==> src/rtl/commit_monitor.sv <==
// commit_monitor -- checks a CPU's retired-instruction stream for control-flow
// consistency, a correct first PC, a halt PC and hangs. It also keeps a 4-deep
// ring of recently committed PCs.
//
// States:
//   state  | meaning
//   IDLE   | out of reset, no commit yet; the first commit must carry RESET_PC
//   RUN    | commits accepted; each commit must match the previous commit_pre_pc
//   HALT   | HALT_PC was committed; everything frozen until reset
//   FAIL   | bad first PC, flow mismatch or timeout; everything frozen until reset
//
// Ports:
//   clk, rst        rising-edge clock, asynchronous active-low reset
//   commit          a retired instruction is presented this cycle
//   commit_pc       PC of the retired instruction
//   commit_pre_pc   next PC that instruction actually produced
//   trace_idx       trace age select (0 = newest)
//   trace_pc        committed PC at age trace_idx (combinational read)
//   commit_cnt      accepted commits (wraps)
//   cycle_cnt       cycles spent in IDLE or RUN (saturates)
//   done, fail      state is HALT / FAIL
//   err_code        0 none, 1 bad first PC, 2 flow mismatch, 3 timeout
//   err_pc          offending commit_pc, or the expected PC on a timeout
//   err_exp_pc      PC that was expected at failure
module commit_monitor #(
  parameter int                  PC_WIDTH = 32,
  parameter logic [PC_WIDTH-1:0] RESET_PC = PC_WIDTH'(32'h8000_0000),
  parameter logic [PC_WIDTH-1:0] HALT_PC  = PC_WIDTH'(32'h8000_0FFC),
  parameter int                  TIMEOUT  = 1024
) (
  input  logic                clk,
  input  logic                rst,
  input  logic                commit,
  input  logic [PC_WIDTH-1:0] commit_pc,
  input  logic [PC_WIDTH-1:0] commit_pre_pc,
  input  logic [1:0]          trace_idx,
  output logic [PC_WIDTH-1:0] trace_pc,
  output logic [31:0]         commit_cnt,
  output logic [31:0]         cycle_cnt,
  output logic                done,
  output logic                fail,
  output logic [1:0]          err_code,
  output logic [PC_WIDTH-1:0] err_pc,
  output logic [PC_WIDTH-1:0] err_exp_pc
);

  typedef enum logic [1:0] {
    S_IDLE = 2'd0,
    S_RUN  = 2'd1,
    S_HALT = 2'd2,
    S_FAIL = 2'd3
  } state_t;

  localparam logic [31:0] IDLE_LAST = 32'(TIMEOUT - 1);

  state_t              state, state_nxt;
  logic [PC_WIDTH-1:0] exp_pc;
  logic [31:0]         idle_cnt;
  logic [PC_WIDTH-1:0] ring [4];
  logic [1:0]          wr_ptr;
  logic [1:0]          rd_ptr;

  logic active;
  logic mismatch;
  logic accept;
  logic timeout;

  assign active = (state == S_IDLE) || (state == S_RUN);
  // exp_pc holds RESET_PC throughout IDLE, so the same compare covers the first-PC check.
  assign mismatch = commit && (commit_pc != exp_pc);
  assign accept   = active && commit && !mismatch;
  assign timeout  = active && !commit && (idle_cnt == IDLE_LAST);

  always_ff @(posedge clk or negedge rst) begin
    if (!rst) state <= S_IDLE;
    else      state <= state_nxt;
  end

  always_comb begin
    state_nxt = state;
    case (state)
      S_IDLE, S_RUN: begin
        if (commit) begin
          if (mismatch)                state_nxt = S_FAIL;
          else if (commit_pc == HALT_PC) state_nxt = S_HALT;
          else                         state_nxt = S_RUN;
        end else if (timeout) begin
          state_nxt = S_FAIL;
        end
      end
      default: state_nxt = state;
    endcase
  end

  always_ff @(posedge clk or negedge rst) begin
    if (!rst) begin
      exp_pc     <= RESET_PC;
      idle_cnt   <= '0;
      commit_cnt <= '0;
      cycle_cnt  <= '0;
      wr_ptr     <= '0;
      err_code   <= '0;
      err_pc     <= '0;
      err_exp_pc <= '0;
      for (int i = 0; i < 4; i++) ring[i] <= '0;
    end else if (active) begin
      if (cycle_cnt != 32'hFFFF_FFFF) cycle_cnt <= cycle_cnt + 32'd1;
      idle_cnt <= commit ? '0 : idle_cnt + 32'd1;

      if (accept) begin
        commit_cnt   <= commit_cnt + 32'd1;
        ring[wr_ptr] <= commit_pc;
        wr_ptr       <= wr_ptr + 2'd1;
        exp_pc       <= commit_pre_pc;
      end

      if (mismatch) begin
        err_code   <= (state == S_IDLE) ? 2'd1 : 2'd2;
        err_pc     <= commit_pc;
        err_exp_pc <= exp_pc;
      end else if (timeout) begin
        err_code   <= 2'd3;
        err_pc     <= exp_pc;
        err_exp_pc <= exp_pc;
      end
    end
  end

  // Newest entry sits just behind the write pointer; 2-bit arithmetic wraps mod 4.
  assign rd_ptr   = wr_ptr - 2'd1 - trace_idx;
  assign trace_pc = ring[rd_ptr];

  assign done = (state == S_HALT);
  assign fail = (state == S_FAIL);

endmodule

==> config.mk <==
export PLATFORM = sky130hd
export DESIGN_NAME = commit_monitor
export DESIGN_NICKNAME = d
export VERILOG_FILES = /design/src/rtl/commit_monitor.sv
export SDC_FILE = /design/constraint.sdc
export NUM_CORES = 1
export LEC_CHECK = 0
export ABC_AREA = 1
export CAP_MARGIN = 10
export CORE_MARGIN = 5
export CORE_UTILIZATION = 30
export CTS_BUF_LIST = sky130_fd_sc_hd__clkbuf_8
export CTS_CLUSTER_SIZE = 10
export DETAILED_ROUTE_END_ITERATION = 12
export PLACE_DENSITY = 0.47
export REMOVE_ABC_BUFFERS = 1
export SLEW_MARGIN = 20
export SYNTH_ARGS = -nofsm -noshare
export SYNTH_HDL_FRONTEND = slang
export SYNTH_SLANG_ARGS = --single-unit
==> constraint.sdc <==
create_clock -name clk -period 2.65 [get_ports clk]
set_clock_uncertainty 0.1 [all_clocks]
set_input_delay 0.3975 -clock clk [delete_from_list [all_inputs] [get_ports clk]]
set_output_delay 0.3975 -clock clk [all_outputs]
set_load 0.01 [all_outputs]
# Yosys cells after proc, flatten, opt, wreduce, memory -nomap -nowiden

Index checks and enable logic that the tools add are counted.

Flip-flop bits (word level): 326
Input bits: 69
Output and inout port bits: 164
Word-level logic and storage cells: 64

Add/subtract/negate cells: 6
$lt $le $gt $ge: 3
Eq/ne operators: 7
Mux-type cells: 16
Bitwise operators: 2
Reductions and logical operators: 17

Operators by type and width:

| cell                  | count |
|---|---|
| $mux 32               | 7 |
| $bwmux 128            | 1 |
| $add 32x1->32 const B | 3 |
| $bmux 32 s2           | 1 |
| $demux 32 s2          | 1 |
| $eq 32x10->1 const B  | 1 |
| $eq 32x32->1 const B  | 1 |
| $ne 32x32->1          | 1 |
| $ne 32x32->1 const B  | 1 |
| $mux 2                | 6 |
| $reduce_and 2->1      | 4 |
| $ge 3x3->1 const B    | 2 |
| $logic_and 1x1->1     | 6 |
| $not 2->3             | 2 |
| $eq 2x2->1 const B    | 2 |
| $reduce_bool 2->1     | 2 |
| $lt 3x1->1 const B    | 1 |
| $add 2x1->2 const B   | 1 |
| $eq 2x1->1 const B    | 1 |
| $logic_not 1->1       | 2 |
| $logic_not 2->1       | 1 |
| $reduce_or 2->1       | 1 |
| $sub 2x1->2 const B   | 1 |
| $sub 2x2->2           | 1 |
| $logic_or 1x1->1      | 1 |

# Longest topological paths before layout

Gate-level depths: netlist of the first run.

Depth after elaboration: 6
Depth in mapped cells: 15
Depth with buffers taken out: 13

# Worst setup path before layout of the first run

No wires, ideal clock.

Kind: input-to-output
From: input port trace_idx[0]
To: output port trace_pc[10]
Arrival: 1.801 ns
Required time: 2.152 ns
Slack: 0.352 ns
Stages: 6
Buffers on the path: 2
Cell sequence: inv_1 -> ha_1 -> buf_2 -> buf_1 -> mux2i_1 -> o21ai_0

Word-level cells in the longest chain between the ends: 5

RTL lines:

| what                                        | line | source |
|---|---|---|
| start: declaration                          | 36   | `input logic [1:0] trace_idx,` |
| $sub 2x2->2                                 | 130  | `assign rd_ptr = wr_ptr - 2'd1 - trace_idx;` |
| $not 2->3 (not written as such)             | 131  | `assign trace_pc = ring[rd_ptr];` |
| $bmux 32 s2                                 | 131  |  |
| $mux 32 (not written as such) (2 in series) | 131  |  |
| end: declaration                            | 37   | `output logic [PC_WIDTH-1:0] trace_pc,` |

Every way passes these cells. The select of a mux whose other input is x is not followed.

# Worst setup path after layout of the first run

From: register wr_ptr[0]
To: output port trace_pc[2]

Word-level cells in the longest chain between the ends: 6

RTL lines:

| what                                        | line | source |
|---|---|---|
| start: declaration                          | 60   | `logic [1:0] wr_ptr;` |
| start signal: assignment                    | 113  | `wr_ptr <= wr_ptr + 2'd1;` |
| $sub 2x1->2                                 | 130  |  |
| $sub 2x2->2                                 | 130  |  |
| $not 2->3 (not written as such)             | 131  |  |
| $bmux 32 s2                                 | 131  |  |
| $mux 32 (not written as such) (2 in series) | 131  |  |

Every way passes these cells. The select of a mux whose other input is x is not followed.

==> results of run 1 <==
logic make-up after synthesis:
family / Yosys count / synth area share
flops: 326 / 0.501
compound gates: 275 / 0.0904
simple gates: 1096 / 0.281
fa+ha+maj: 8 / 0.00614
buf+inv: 216 / 0.0579
mux: 32 / 0.0197
xor+xnor: 82 / 0.0441
metal layers:
layer / track usage / vias up / share of wire
met5: 0 / - / 0.00050
met4: 0.0459 / 4 / 0.017
met3: 0.0415 / 59 / 0.058
met2: 0.297 / 326 / 0.47
met1: 0.237 / 6851 / 0.45
li1: - / 7168 / -
cell type report:
| type | instances | area (um2) |
|---|---|---|
| timing repair buffer | 324 | 3330 |
| clock inverter | 29 | 128 |
| multi-input combinational | 1493 | 7330 |
| sequential | 326 | 8160 |
| antenna | 3 | 7.51 |
| fill | 5538 | 32400 |
| inverter | 129 | 495 |
| clock buffer | 82 | 1130 |
| tap | 696 | 871 |
path summary, 6_finish.rpt:
check	startpoint	to	slack [ps]
min in group clk	commit_pre_pc[16]	exp_pc[16]	200
worst min register to register	err_exp_pc[16]	err_exp_pc[16]	370
worst max-delay path	wr_ptr[0]	trace_pc[2]	-260
worst max register to register	cycle_cnt[2]	cycle_cnt[13]	410
max in group asynchronous	rst	err_exp_pc[21]	1360
worst min-delay path	rst	ring[58]	190
sequential cells by signal (all words and copies together) (netlist names), 32 cells and up:
name / count
cycle_cnt: 32
exp_pc: 32
commit_cnt: 32
err_pc: 32
err_exp_pc: 32
ring: 128
idle_cnt: 32
power by group:
part	leakage, nW	total, mW	internal [mW]	switching, mW
clock	0.727	4.96	2.74	2.22
sequential	4.43	5.07	5.02	0.0466
combinational	5.06	0.903	0.424	0.479
total	10.2	10.9	8.19	2.75
cells in the mapped netlist (all sizes together):
| cell type | instances |
|---|---|
| nor3 | 56 |
| ha | 8 |
| nand4 | 31 |
| a31oi | 2 |
| a21oi | 33 |
| dfrtp | 325 |
| buf | 63 |
| xor2 | 40 |
| o211ai | 32 |
| xnor2 | 42 |
| inv | 129 |
| mux2i | 32 |
| nor2 | 113 |
| nand3 | 68 |
| o21ai | 204 |
| nand2 | 787 |
| clkbuf | 24 |
| or2 | 32 |
| a211oi | 1 |
| nor4 | 4 |
| o21a | 2 |
| nand3b | 5 |
| o221a | 1 |
| dfstp | 1 |
repair_timing:
item,4_1_cts,5_1_grt
pin swaps,3,6
hold buffers,2,0
setup endpoints to repair,32,32
buffers inserted,5,2
gates resized for setup,182,19
endpoints found under the hold margin,58,0
cloned,6,2
per-stage QoR:
step	hold WS (ps)	total power, mW
2_1_floorplan	1.91	5.41
3_3_place_gp	285	5.94
3_5_place_dp	291	5.95
4_1_cts	125	11.1
5_1_grt	165	11.4
6_report	190	10.9
==> impl_metrics.json, run 1 <==
{
  "rows": 85,
  "synth_cell_types": 38,
  "critPathBufInv": 4,
  "final_design_area_no_fill_um2": 21400,
  "layout-drive-gt1-share": 0.127,
  "crit_type": "reg -> out",
  "route.detailed.drc": 0,
  "maxCapViolCount": 0,
  "drt_first_pass_iters": 5,
  "cp_slowest_cell": "dfrtp_2",
  "violations": "setup timing",
  "cp.arrival_ps": 2410,
  "grt_pass1_vias": 14600,
  "cp_top_family": "buffers and inverters",
  "grt_max_degree": 85,
  "antenna_found_initial": 5,
  "tightest_slew_ps": 537,
  "peakVddDrop_uv": 283,
  "routed_wirelength_um": 54400,
  "crit_fanout": 7,
  "setup.worst_path.start_class": "register",
  "synth_area_um2": 16300,
  "postRouteAntennaNets": 0,
  "final_cell_mix": "781 x nand2_1, 324 x dfrtp_1, 198 x clkdlybuf4s50_1, 133 x o21ai_0, 131 x inv_1",
  "total_leakage_power_nw": 10.2,
  "seq_area_frac_synth": 0.501,
  "overflow": 0,
  "clock-sinks": 326,
  "cpPeakStageDelay_ps": 440,
  "clock_latency_ps": 640,
  "fmaxAchievable_mhz": 344,
  "cpMostUsedCell": "buf_12",
  "post-dp-hpwl_um": 38100,
  "stdcell_count": 3082,
  "grt_pass1_wl_um": 84700,
  "dpl-instance-area_um2": 19900,
  "dp_slack_ps": -523,
  "globalplace.congestion": 0.857,
  "critPathCaptureType": "primary output",
  "synth_top_cell_by_area": "dfrtp_1",
  "area_growth_pct": 31.6,
  "fin_nets": 2411,
  "core_area_um2": 53800,
  "die-width_um": 243,
  "period_needed_ps": 2910,
  "fp.dieArea_um2": 59100,
  "slew_viol_final": 0,
  "yosysWarnings": 0,
  "period_share": 1.10,
  "dp.cells": 2953,
  "h-tree-depth": 2,
  "outcome": "complete, but fails checks",
  "path_clk_slew_ps": 60,
  "grtUsageTotal": 0.179,
  "cts-buffers-inserted": 60,
  "synthTopCellsByArea": "dfrtp_1 50%, nand2_1 18%, o21ai_0 5.1%",
  "vias_per_cell": 4.67,
  "layout_commonest_cell": "nand2_1",
  "vias": 14400,
  "synth.top_cell.area_share": 0.499,
  "cp_num_cells": 9,
  "maxSlewHeadroom": 0.642,
  "pwr_density_cell_nw_per_um2": 510,
  "final_util": 0.399,
  "synth-seq-cells": 326,
  "finalHoldViolations": 0,
  "start_util": 0.303,
  "ios": 233,
  "required_ps": 2150,
  "die-height_um": 243,
  "io_buffers": 232,
  "cts_root_buf": "clkbuf_8",
  "syn_avg_cell_area_um2": 8.01,
  "wire_per_inst_um": 17.6,
  "crit_chain": "ha_4, xnor2_4, xor2_4, buf_12, buf_12, buf_16, o211ai_1, o21ai_2, buf_2",
  "cts_tree": "done",
  "setup_tns_ps": -6350,
  "hold_class": "in -> async",
  "netlist_instances": 2035,
  "layout_setup_ws_ps": -261,
  "r2r_cells": 9,
  "clockBufferDepth": 3,
  "drtIter0Drc": 933,
  "rsz0062_at_grt": "true",
  "final-setup-viol-count": 32
}
Note: power is estimated with default switching activity, not from simulation.
==> run 2, diff against run 1 <==
PLACE_DENSITY = not set   (was 0.47)
PLACE_DENSITY_LB_ADDON = 0.2   (was not set)
REMOVE_ABC_BUFFERS = not set   (was 1)
==> impl_metrics.json, run 2 (same netlist as run 1, synthesis figures left out) <==
{
  "total_power_mw": 11.2,
  "fin_nets": 2429,
  "power_frac_seq": 0.453,
  "vias_per_cell": 4.72,
  "route.detailed.drc": 0,
  "cp.arrival_ps": 2480,
  "layout_setup_ws_ps": -323,
  "grt_pass1_wl_um": 85500,
  "stdcell_count": 3098,
  "fill_cells": 5527,
  "slew_viol_final": 0,
  "die-height_um": 243,
  "antenna_found_initial": 9,
  "layout_commonest_cell": "nand2_1",
  "rows": 85,
  "outcome": "complete, but fails checks",
  "clockPowerShare": 0.464,
  "peakVddDrop_uv": 331,
  "maxCapViolCount": 0,
  "postRouteAntennaNets": 0,
  "grt_max_degree": 62,
  "period_share": 1.12,
  "cts_tree": "done",
  "layout-drive-gt1-share": 0.136,
  "path_clk_slew_ps": 60,
  "start_util": 0.303,
  "internal-power_mw": 8.41,
  "maxSlewHeadroom": 0.503,
  "final_design_area_no_fill_um2": 21600,
  "clockBufferDepth": 3,
  "vias": 14600,
  "globalplace.congestion": 0.915,
  "drtIter0Drc": 1085,
  "sw_frac_of_total": 0.249,
  "tightest_slew_ps": 744,
  "overflow": 0,
  "critPathCaptureType": "primary output",
  "die-width_um": 243,
  "fmaxAchievable_mhz": 336,
  "final_cell_mix": "781 x nand2_1, 324 x dfrtp_1, 198 x clkdlybuf4s50_1, 133 x o21ai_0, 124 x inv_1",
  "total_leakage_power_nw": 10.3,
  "area_growth_pct": 32.7,
  "largest_register_ffs": 128,
  "dpl-instance-area_um2": 20000,
  "syn_nets": 2112,
  "violations": "setup timing",
  "io_buffers": 232,
  "cts_root_buf": "clkbuf_8",
  "power_frac_comb": 0.084,
  "wire_per_inst_um": 17.5,
  "rrSetupSlack_ps": 380,
  "dp_slack_ps": -519,
  "grt_pass1_vias": 14700,
  "crit_fanout": 4,
  "post-dp-hpwl_um": 38300,
  "core_area_um2": 53800,
  "finalHoldViolations": 0,
  "routed_wirelength_um": 54300,
  "clock-sinks": 326,
  "required_ps": 2150,
  "setup.worst_path.start_class": "register",
  "fp.dieArea_um2": 59100,
  "dp.cells": 2963,
  "final-setup-viol-count": 32,
  "h-tree-depth": 2,
  "ios": 233,
  "largest-register": "ring",
  "cts-buffers-inserted": 59,
  "hold_class": "in -> reg",
  "crit_type": "reg -> out",
  "drt_first_pass_iters": 5,
  "pwr_density_cell_nw_per_um2": 518,
  "period_needed_ps": 2970,
  "rsz0062_at_grt": "true",
  "netSwitchingPower_mw": 2.79,
  "clock_latency_ps": 660,
  "grtUsageTotal": 0.180
}
[run 2: path summary, 6_finish.rpt]
kind / to / cells past startpoint / start
max in group asynchronous: err_pc[8] / 3 / rst
min in group asynchronous: cycle_cnt[1] / 2 / rst
worst max register to register: cycle_cnt[13] / 9 / cycle_cnt[14]
worst min-delay path: exp_pc[31] / 3 / commit_pre_pc[31]
worst max-delay path: trace_pc[10] / 9 / wr_ptr[0]
worst min register to register: err_exp_pc[8] / 2 / err_exp_pc[8]
[run 2: final cells by class]
class	instances	area, um2	area share
diodes	5	12.5	0.000578
clock buffers	78	1070	0.0496
clock inverters	28	230	0.0106
inverters	129	492	0.0227
multi-input cells	1493	7320	0.338
flip-flops and latches	326	8160	0.377
well taps	696	871	0.0403
repair buffers	343	3470	0.160
[run 2: power groups by stage]
stage	Sequential (mW)	Clock, mW	Combinational (mW)
6_report	5.07	5.19	0.936
5_1_grt	5.07	5.63	1.03
4_1_cts	5.07	5.41	0.998
3_5_place_dp	5.16	0	0.793
3_3_place_gp	5.16	0	0.783
2_1_floorplan	5.15	0	0.274
[run 2: repair_timing]
item,4_1_cts,5_1_grt
cloned,10,0
setup buffers,15,5
endpoints found under the hold margin,298,0
pin swaps,3,3
setup endpoints to repair,32,32
resized for setup,201,8
hold buffers,2,0
[run 2: metrics by stage]
| stage | util | hold slack (ps) | setup TNS (ps) |
|---|---|---|---|
| global placement | 0.371 | 245 | -14980 |
| global route | 0.402 | 119 | -11790 |
| floorplan | - | 1.91 | 0 |
| CTS | 0.404 | 73.4 | -11390 |
| finish | 0.402 | 147 | -7830 |
| detailed placement | 0.371 | 250 | -15210 |
[run 2: worst max-delay path, cell delays in order, from the launching register on]
cell and delay [ps]:
dfrtp_2 450, ha_4 190, xnor2_4 210, xor2_4 230, buf_12 160, buf_8 130, buf_16 110, o211ai_1 120
o21ai_4 100, buf_6 120
[run 2: metal layers]
layer / global-route usage / share of wire
met1: 0.244 / 0.46
met2: 0.281 / 0.44
met3: 0.0501 / 0.072
met4: 0.0571 / 0.025
met5: 0 / 0.00092
